### config.mk
export PLATFORM = sky130hd
export DESIGN_NAME = tilemap_fetch_sched
export DESIGN_NICKNAME = d
export VERILOG_FILES = /design/src/rtl/tilemap_pkg.sv /design/src/rtl/tilemap_mode_gen.sv /design/src/rtl/tilemap_fetch_sched.sv
export SDC_FILE = /design/constraint.sdc
export NUM_CORES = 1
export LEC_CHECK = 0
export ABC_AREA = 1
export CORE_MARGIN = 5
export CORE_UTILIZATION = 41
export DETAILED_ROUTE_END_ITERATION = 8
export HOLD_SLACK_MARGIN = 0.08
export PLACE_DENSITY = 0.83
export SYNTH_ARGS = -nofsm -noshare
export SYNTH_HDL_FRONTEND = slang
export SYNTH_HIERARCHICAL = 1
export SYNTH_SLANG_ARGS = --single-unit
### constraint.sdc
create_clock -name i_EMU_MCLK -period 2 [get_ports i_EMU_MCLK]
set_clock_uncertainty 0.2 [all_clocks]
set_input_delay 0.4 -clock i_EMU_MCLK [delete_from_list [all_inputs] [get_ports i_EMU_MCLK]]
set_output_delay 0.4 -clock i_EMU_MCLK [all_outputs]
set_load 0.02 [all_outputs]
### src/rtl/tilemap_pkg.sv
// Shared constants and types for the tilemap fetch scheduler and its per-layer mode generator.
package tilemap_pkg;

  localparam logic [1:0] MODE_HOLD = 2'b00;
  localparam logic [1:0] MODE_SHR  = 2'b01;
  localparam logic [1:0] MODE_SHL  = 2'b10;
  localparam logic [1:0] MODE_LOAD = 2'b11;

  localparam logic [2:0] B_TRIG     = 3'd0;
  localparam logic [2:0] B_DEADLINE = 3'd3;
  localparam logic [2:0] A_TRIG     = 3'd4;
  localparam logic [2:0] A_DEADLINE = 3'd7;

  localparam logic [2:0] B_LOAD_OFFSET = 3'd4;

  typedef enum logic [1:0] {
    ST_IDLE  = 2'd0,
    ST_REQ_B = 2'd1,
    ST_REQ_A = 2'd2
  } sched_state_t;

  // Load point wraps within the 8-pixel slot.
  function automatic logic [2:0] load_point(input logic [2:0] scroll, input logic [2:0] offset);
    return scroll + offset;
  endfunction

endpackage

### src/rtl/tilemap_mode_gen.sv
// Per-layer shift-register mode and output-tap flip generator, updated once per pixel clock enable.
module tilemap_mode_gen
  import tilemap_pkg::*;
(
  input  logic       i_clk,
  input  logic       i_rst_n,
  input  logic       i_cen,
  input  logic       i_disp_en,
  input  logic [2:0] i_phase,
  input  logic [2:0] i_load_point,
  input  logic       i_pend_ff,
  output logic [1:0] o_mode,
  output logic       o_ff
);

  logic [1:0] r_mode;
  logic       r_ff;

  // Flip switches on the load cycle itself so the tap and the new word change together.
  always_ff @(posedge i_clk or negedge i_rst_n) begin
    if (!i_rst_n) begin
      r_mode <= MODE_HOLD;
      r_ff   <= 1'b0;
    end else if (i_cen) begin
      if (!i_disp_en) begin
        r_mode <= MODE_HOLD;
      end else if (i_phase == i_load_point) begin
        r_mode <= MODE_LOAD;
        r_ff   <= i_pend_ff;
      end else begin
        r_mode <= r_ff ? MODE_SHR : MODE_SHL;
      end
    end
  end

  assign o_mode = r_mode;
  assign o_ff   = r_ff;

endmodule

### src/rtl/tilemap_fetch_sched.sv
// Two-layer tilemap ROM fetch scheduler: one shared ROM port, one fetch per layer per 8-pixel slot.
// Optional saturating abort counter enabled by defining TILEMAP_SCHED_UNDERRUN_CNT_EN.
module tilemap_fetch_sched
  import tilemap_pkg::*;
#(
  parameter int CODE_W = 12,
  parameter int ADDR_W = 15
) (
  input  logic              i_EMU_MCLK,
  input  logic              i_EMU_RST_n,
  input  logic              i_EMU_CLK6MPCEN_n,
  input  logic              i_ABS_1H,
  input  logic              i_ABS_2H,
  input  logic              i_ABS_4H,
  input  logic              i_DISP_EN,
  input  logic [CODE_W-1:0] i_A_TILECODE,
  input  logic [CODE_W-1:0] i_B_TILECODE,
  input  logic [2:0]        i_A_ROW,
  input  logic [2:0]        i_B_ROW,
  input  logic              i_A_VFLIP,
  input  logic              i_B_VFLIP,
  input  logic              i_A_HFLIP,
  input  logic              i_B_HFLIP,
  input  logic [2:0]        i_A_HSCROLL,
  input  logic [2:0]        i_B_HSCROLL,
  output logic              o_ROM_REQ,
  output logic [ADDR_W-1:0] o_ROM_ADDR,
  input  logic              i_ROM_ACK,
  input  logic [31:0]       i_ROM_DATA,
  output logic [31:0]       o_GFXDATA,
  output logic [1:0]        o_A_MODE,
  output logic [1:0]        o_B_MODE,
  output logic              o_AFF,
  output logic              o_BFF,
`ifdef TILEMAP_SCHED_UNDERRUN_CNT_EN
  output logic              o_UNDERRUN,
  input  logic              i_UNDERRUN_CLR,
  output logic [7:0]        o_UNDERRUN_CNT
`else
  output logic              o_UNDERRUN
`endif
);

  sched_state_t      r_state;
  logic              r_rom_req;
  logic [ADDR_W-1:0] r_rom_addr;
  logic [31:0]       r_gfxdata;
  logic              r_underrun;
  logic              r_pend_aff;
  logic              r_pend_bff;

  logic       w_cen;
  logic [2:0] w_phase;
  logic       w_deadline;
  logic       w_abort;
  logic [2:0] w_b_load_point;

  assign w_cen          = ~i_EMU_CLK6MPCEN_n;
  assign w_phase        = {i_ABS_4H, i_ABS_2H, i_ABS_1H};
  assign w_b_load_point = load_point(i_B_HSCROLL, B_LOAD_OFFSET);

  assign w_deadline = w_cen &&
                      (((r_state == ST_REQ_B) && (w_phase == B_DEADLINE)) ||
                       ((r_state == ST_REQ_A) && (w_phase == A_DEADLINE)));
  assign w_abort    = w_deadline && !i_ROM_ACK;

  // An ack coinciding with the deadline takes priority, so the word is still delivered.
  always_ff @(posedge i_EMU_MCLK or negedge i_EMU_RST_n) begin
    if (!i_EMU_RST_n) begin
      r_state    <= ST_IDLE;
      r_rom_req  <= 1'b0;
      r_rom_addr <= '0;
      r_gfxdata  <= '0;
      r_underrun <= 1'b0;
      r_pend_aff <= 1'b0;
      r_pend_bff <= 1'b0;
    end else begin
      r_underrun <= 1'b0;
      unique case (r_state)
        ST_IDLE: begin
          if (w_cen && i_DISP_EN) begin
            if (w_phase == B_TRIG) begin
              r_state    <= ST_REQ_B;
              r_rom_req  <= 1'b1;
              r_rom_addr <= {i_B_TILECODE, i_B_ROW ^ {3{i_B_VFLIP}}};
              r_pend_bff <= i_B_HFLIP;
            end else if (w_phase == A_TRIG) begin
              r_state    <= ST_REQ_A;
              r_rom_req  <= 1'b1;
              r_rom_addr <= {i_A_TILECODE, i_A_ROW ^ {3{i_A_VFLIP}}};
              r_pend_aff <= i_A_HFLIP;
            end
          end
        end
        ST_REQ_B, ST_REQ_A: begin
          if (i_ROM_ACK) begin
            r_gfxdata <= i_ROM_DATA;
            r_rom_req <= 1'b0;
            r_state   <= ST_IDLE;
          end else if (w_abort) begin
            r_gfxdata  <= '0;
            r_rom_req  <= 1'b0;
            r_underrun <= 1'b1;
            r_state    <= ST_IDLE;
          end
        end
        default: begin
          r_rom_req <= 1'b0;
          r_state   <= ST_IDLE;
        end
      endcase
    end
  end

  assign o_ROM_REQ  = r_rom_req;
  assign o_ROM_ADDR = r_rom_addr;
  assign o_GFXDATA  = r_gfxdata;
  assign o_UNDERRUN = r_underrun;

  tilemap_mode_gen u_mode_a (
    .i_clk        (i_EMU_MCLK),
    .i_rst_n      (i_EMU_RST_n),
    .i_cen        (w_cen),
    .i_disp_en    (i_DISP_EN),
    .i_phase      (w_phase),
    .i_load_point (i_A_HSCROLL),
    .i_pend_ff    (r_pend_aff),
    .o_mode       (o_A_MODE),
    .o_ff         (o_AFF)
  );

  tilemap_mode_gen u_mode_b (
    .i_clk        (i_EMU_MCLK),
    .i_rst_n      (i_EMU_RST_n),
    .i_cen        (w_cen),
    .i_disp_en    (i_DISP_EN),
    .i_phase      (w_phase),
    .i_load_point (w_b_load_point),
    .i_pend_ff    (r_pend_bff),
    .o_mode       (o_B_MODE),
    .o_ff         (o_BFF)
  );

`ifdef TILEMAP_SCHED_UNDERRUN_CNT_EN
  logic [7:0] r_underrun_cnt;

  // Clear beats a same-cycle abort; the count sticks at 255.
  always_ff @(posedge i_EMU_MCLK or negedge i_EMU_RST_n) begin
    if (!i_EMU_RST_n) begin
      r_underrun_cnt <= 8'd0;
    end else if (i_UNDERRUN_CLR) begin
      r_underrun_cnt <= 8'd0;
    end else if (w_abort && (r_underrun_cnt != 8'hFF)) begin
      r_underrun_cnt <= r_underrun_cnt + 8'd1;
    end
  end

  assign o_UNDERRUN_CNT = r_underrun_cnt;
`endif

endmodule

==> impl_metrics.ini <==
[outcome]
status = finished clean

[placement]
port_buffers = 134
dp_hpwl_um = 5617
place.gp.congestion = 0.7917
dp_worst_setup_slack_ps = -97.08

[pwr]
leakagePower_nw = 2.322
ir_drop_mv = 0.7044
p_comb_share_pct = 43.0
pwr-share-clk_pct = 22.9
swShare_pct = 35.37
internal-power_mw = 3.756
p_sw_mw = 2.055
p_per_area_mw_per_mm2 = 1275
power_frac_seq_pct = 34.0

[clock_network]
clk_latency_ps = 320
cts_max_level = 3
tritoncts = built
cts_resized = 0
cts_buffer_depth = 2
numCtsBuffers = 9
cts_root_buffer = clkbuf_8
path_clk_slew_ps = 70
clock-sinks = 59

[synth]
avgSynthCellArea_um2 = 7.767
ys.flop_type = dfrtp_1
yosys.area.top_type = dfrtp_1
synthCells = 366
yosys-top-cells-count = 200 x nand2_1, 59 x dfrtp_1, 28 x inv_1
synth_fp_nets = 449
synth_seq_cells = 59
yosys-top-cells-area = dfrtp_1 52%, nand2_1 26%, inv_1 3.7%
synth_edf_count = 0
yosysTopAreaCellShare_pct = 51.94
ys_warn_count = 6
yosysSeqAreaShare_pct = 51.94
yosysMostFrequentCell = nand2_1
synthArstFlopShare_pct = 100.0
synth.distinct_cells = 24
synthesis.area_mm2 = 0.002843

[setup_path]
critPathMaxStageDelay_ps = 630
critPathSlowestCell = clkdlybuf4s50_1
worstSetupPathType = reg2out
worstPathRequired_ps = 1400
crit_family = buffers and inverters
endpoint_kind = output port
critPathBufInv = 1
cp_cell_sequence = clkdlybuf4s50_1
ff2ff_path_depth = 8
cp.depth = 1
worstPathArrival_ps = 1340
worstSetupStartpointType = flip-flop
worstPathMaxFanout = 4

[route]
viasPerCell = 4.530
drt-initial-drc-count = 95
drc = 0
routed_wl_um = 7294
ant_nets = 0
dr.pass1.iters = 4
vias = 2700
wl_per_cell_um = 12.24

[die]
core-area_mm2 = 0.006756
rows = 30
die_area_mm2 = 0.008698
die_w_um = 93.27
io_pins = 135
start_util_pct = 42.07
fp.dieH_um = 93.27

[timing]
hold_ws_ps = 273.3
max_freq_mhz = 515.5
worst_pin_slew_ps = 345.5
setup_violations = 0
fin_ws_ps = 60.26
fin_crit_ps = 1940
finalHoldViolations = 0
relSlewSlack_pct = 76.95
min_period_over_period_pct = 96.99
slew_viol_final = 0
rsz0062_at_grt = false

[global_routing]
busiest_layer = met2
met1_usage_pct = 20.08
grt_pass1_vias = 2744
grtUsageMet2_pct = 30.73
grt_util_met3_pct = 5.229
antenna_found_initial = 0
grt_overflow = 0
grt_pass1_wl_um = 12200
grt_max_degree = 60
grt_use_total_pct = 17.34

[finish]
fin_util_pct = 67.48
area_growth_pct = 60.39
fin_nets = 594
drive_gt1_share_pct = 9.690
diodes = 0

[worst_hold_path]
hold_depth = 2
hp-class = reg2reg

[job]
drv_cap = 0
sequential cells by signal, indices dropped and copies added (netlist names):
signal / cells
r_pend_aff: 1
u_mode_b/o_ff: 1
o_ROM_ADDR: 15
o_UNDERRUN: 1
o_GFXDATA: 32
r_state: 2
u_mode_b/o_mode: 2
o_ROM_REQ: 1
u_mode_a/o_ff: 1
u_mode_a/o_mode: 2
r_pend_bff: 1
final timing paths:
check                                          start                        end  slack, ps
max                        u_mode_a/o_ff$_DFFE_PN0P_                      o_AFF         60
min                        o_GFXDATA[22]$_DFFE_PN0P_  o_GFXDATA[22]$_DFFE_PN0P_        270
max reg2reg                   r_state[0]$_DFFE_PN0P_     r_state[0]$_DFFE_PN0P_        360
min reg2reg                o_GFXDATA[22]$_DFFE_PN0P_  o_GFXDATA[22]$_DFFE_PN0P_        270
max in group asynchronous                i_EMU_RST_n  o_ROM_ADDR[1]$_DFFE_PN0P_        930
min in group asynchronous                i_EMU_RST_n  o_GFXDATA[13]$_DFFE_PN0P_        390
per-stage QoR:
step | power [mW] | instance area (um^2) | TNS (ps) | cells
6_report | 5.811 | 4559 | 0 | 596
5_1_grt | 6.180 | 4559 | 0 | 596
4_1_cts | 5.879 | 4559 | 0 | 596
3_5_place_dp | 4.524 | 4299 | -2827 | 579
3_3_place_gp | 4.453 | 4299 | -1631 | 579
2_1_floorplan | 3.187 | 2843 | 0 | 366
layer usage:
metal	part of all wire [%]	vias to the layer above
met5	0	-
met4	0.90	0
met3	8.5	7
met2	50	83
met1	41	1233
li1	-	1377
timing repair:
action / in CTS / in global routing
hold buffers: 1 / 0
endpoints found under the hold margin: 59 / 0
setup buffers: 0 / 0
setup endpoints to repair: 0 / 0
final cells by class:
type / count / area, um^2
inverter: 33 / 128.9
timing repair buffer: 144 / 1451
clock buffer: 10 / 137.6
fill: 582 / 2197
multi-input combinational: 264 / 1152
clock inverter: 6 / 112.6
sequential: 59 / 1476
tap: 80 / 100.1
cells by family after synthesis:
| group | Yosys count | share of synthesized area (%) |
|---|---|---|
| DFF | 59 | 51.94 |
| adders and majority gates | 3 | 1.321 |
| buffers and inverters | 43 | 7.526 |
| and+or+nand+nor | 244 | 35.43 |
| xor gates and xnor gates | 6 | 1.849 |
| AOI/OAI and AO/OA | 11 | 1.937 |
power by group through the flow:
stage	Combinational [mW]	Sequential [mW]	Clock [mW]
6_report	2.50	1.98	1.33
5_1_grt	2.71	2.05	1.42
4_1_cts	2.54	1.98	1.36
3_5_place_dp	2.53	1.99	0
3_3_place_gp	2.48	1.97	0
2_1_floorplan	0.651	2.54	0
cells in the final DEF, fill, tap and decap left out:
cell type,netlist,final
nand2_2,11,11
buf_4,0,6
clkinv_4,1,3
clkinv_1,1,1
nand3_4,1,1
nand2_4,2,2
bufinv_16,0,3
xnor2_1,4,4
nor2_2,5,5
a21oi_1,2,2
clkdlybuf4s50_1,0,133
buf_12,0,3
ha_1,3,3
inv_2,3,3
dlygate4sd3_1,0,1
nand3_1,9,9
clkbuf_8,0,10
nand4_1,1,1
nor2_4,1,1
o21ai_1,4,4
xor2_1,2,2
nor2_1,13,13
clkinv_2,0,1
o21ai_0,5,5
inv_1,28,28
nor3_1,1,1
buf_2,5,1
dfrtp_1,59,59
nand2_1,200,200
Power figures use the tool's default switching activity.
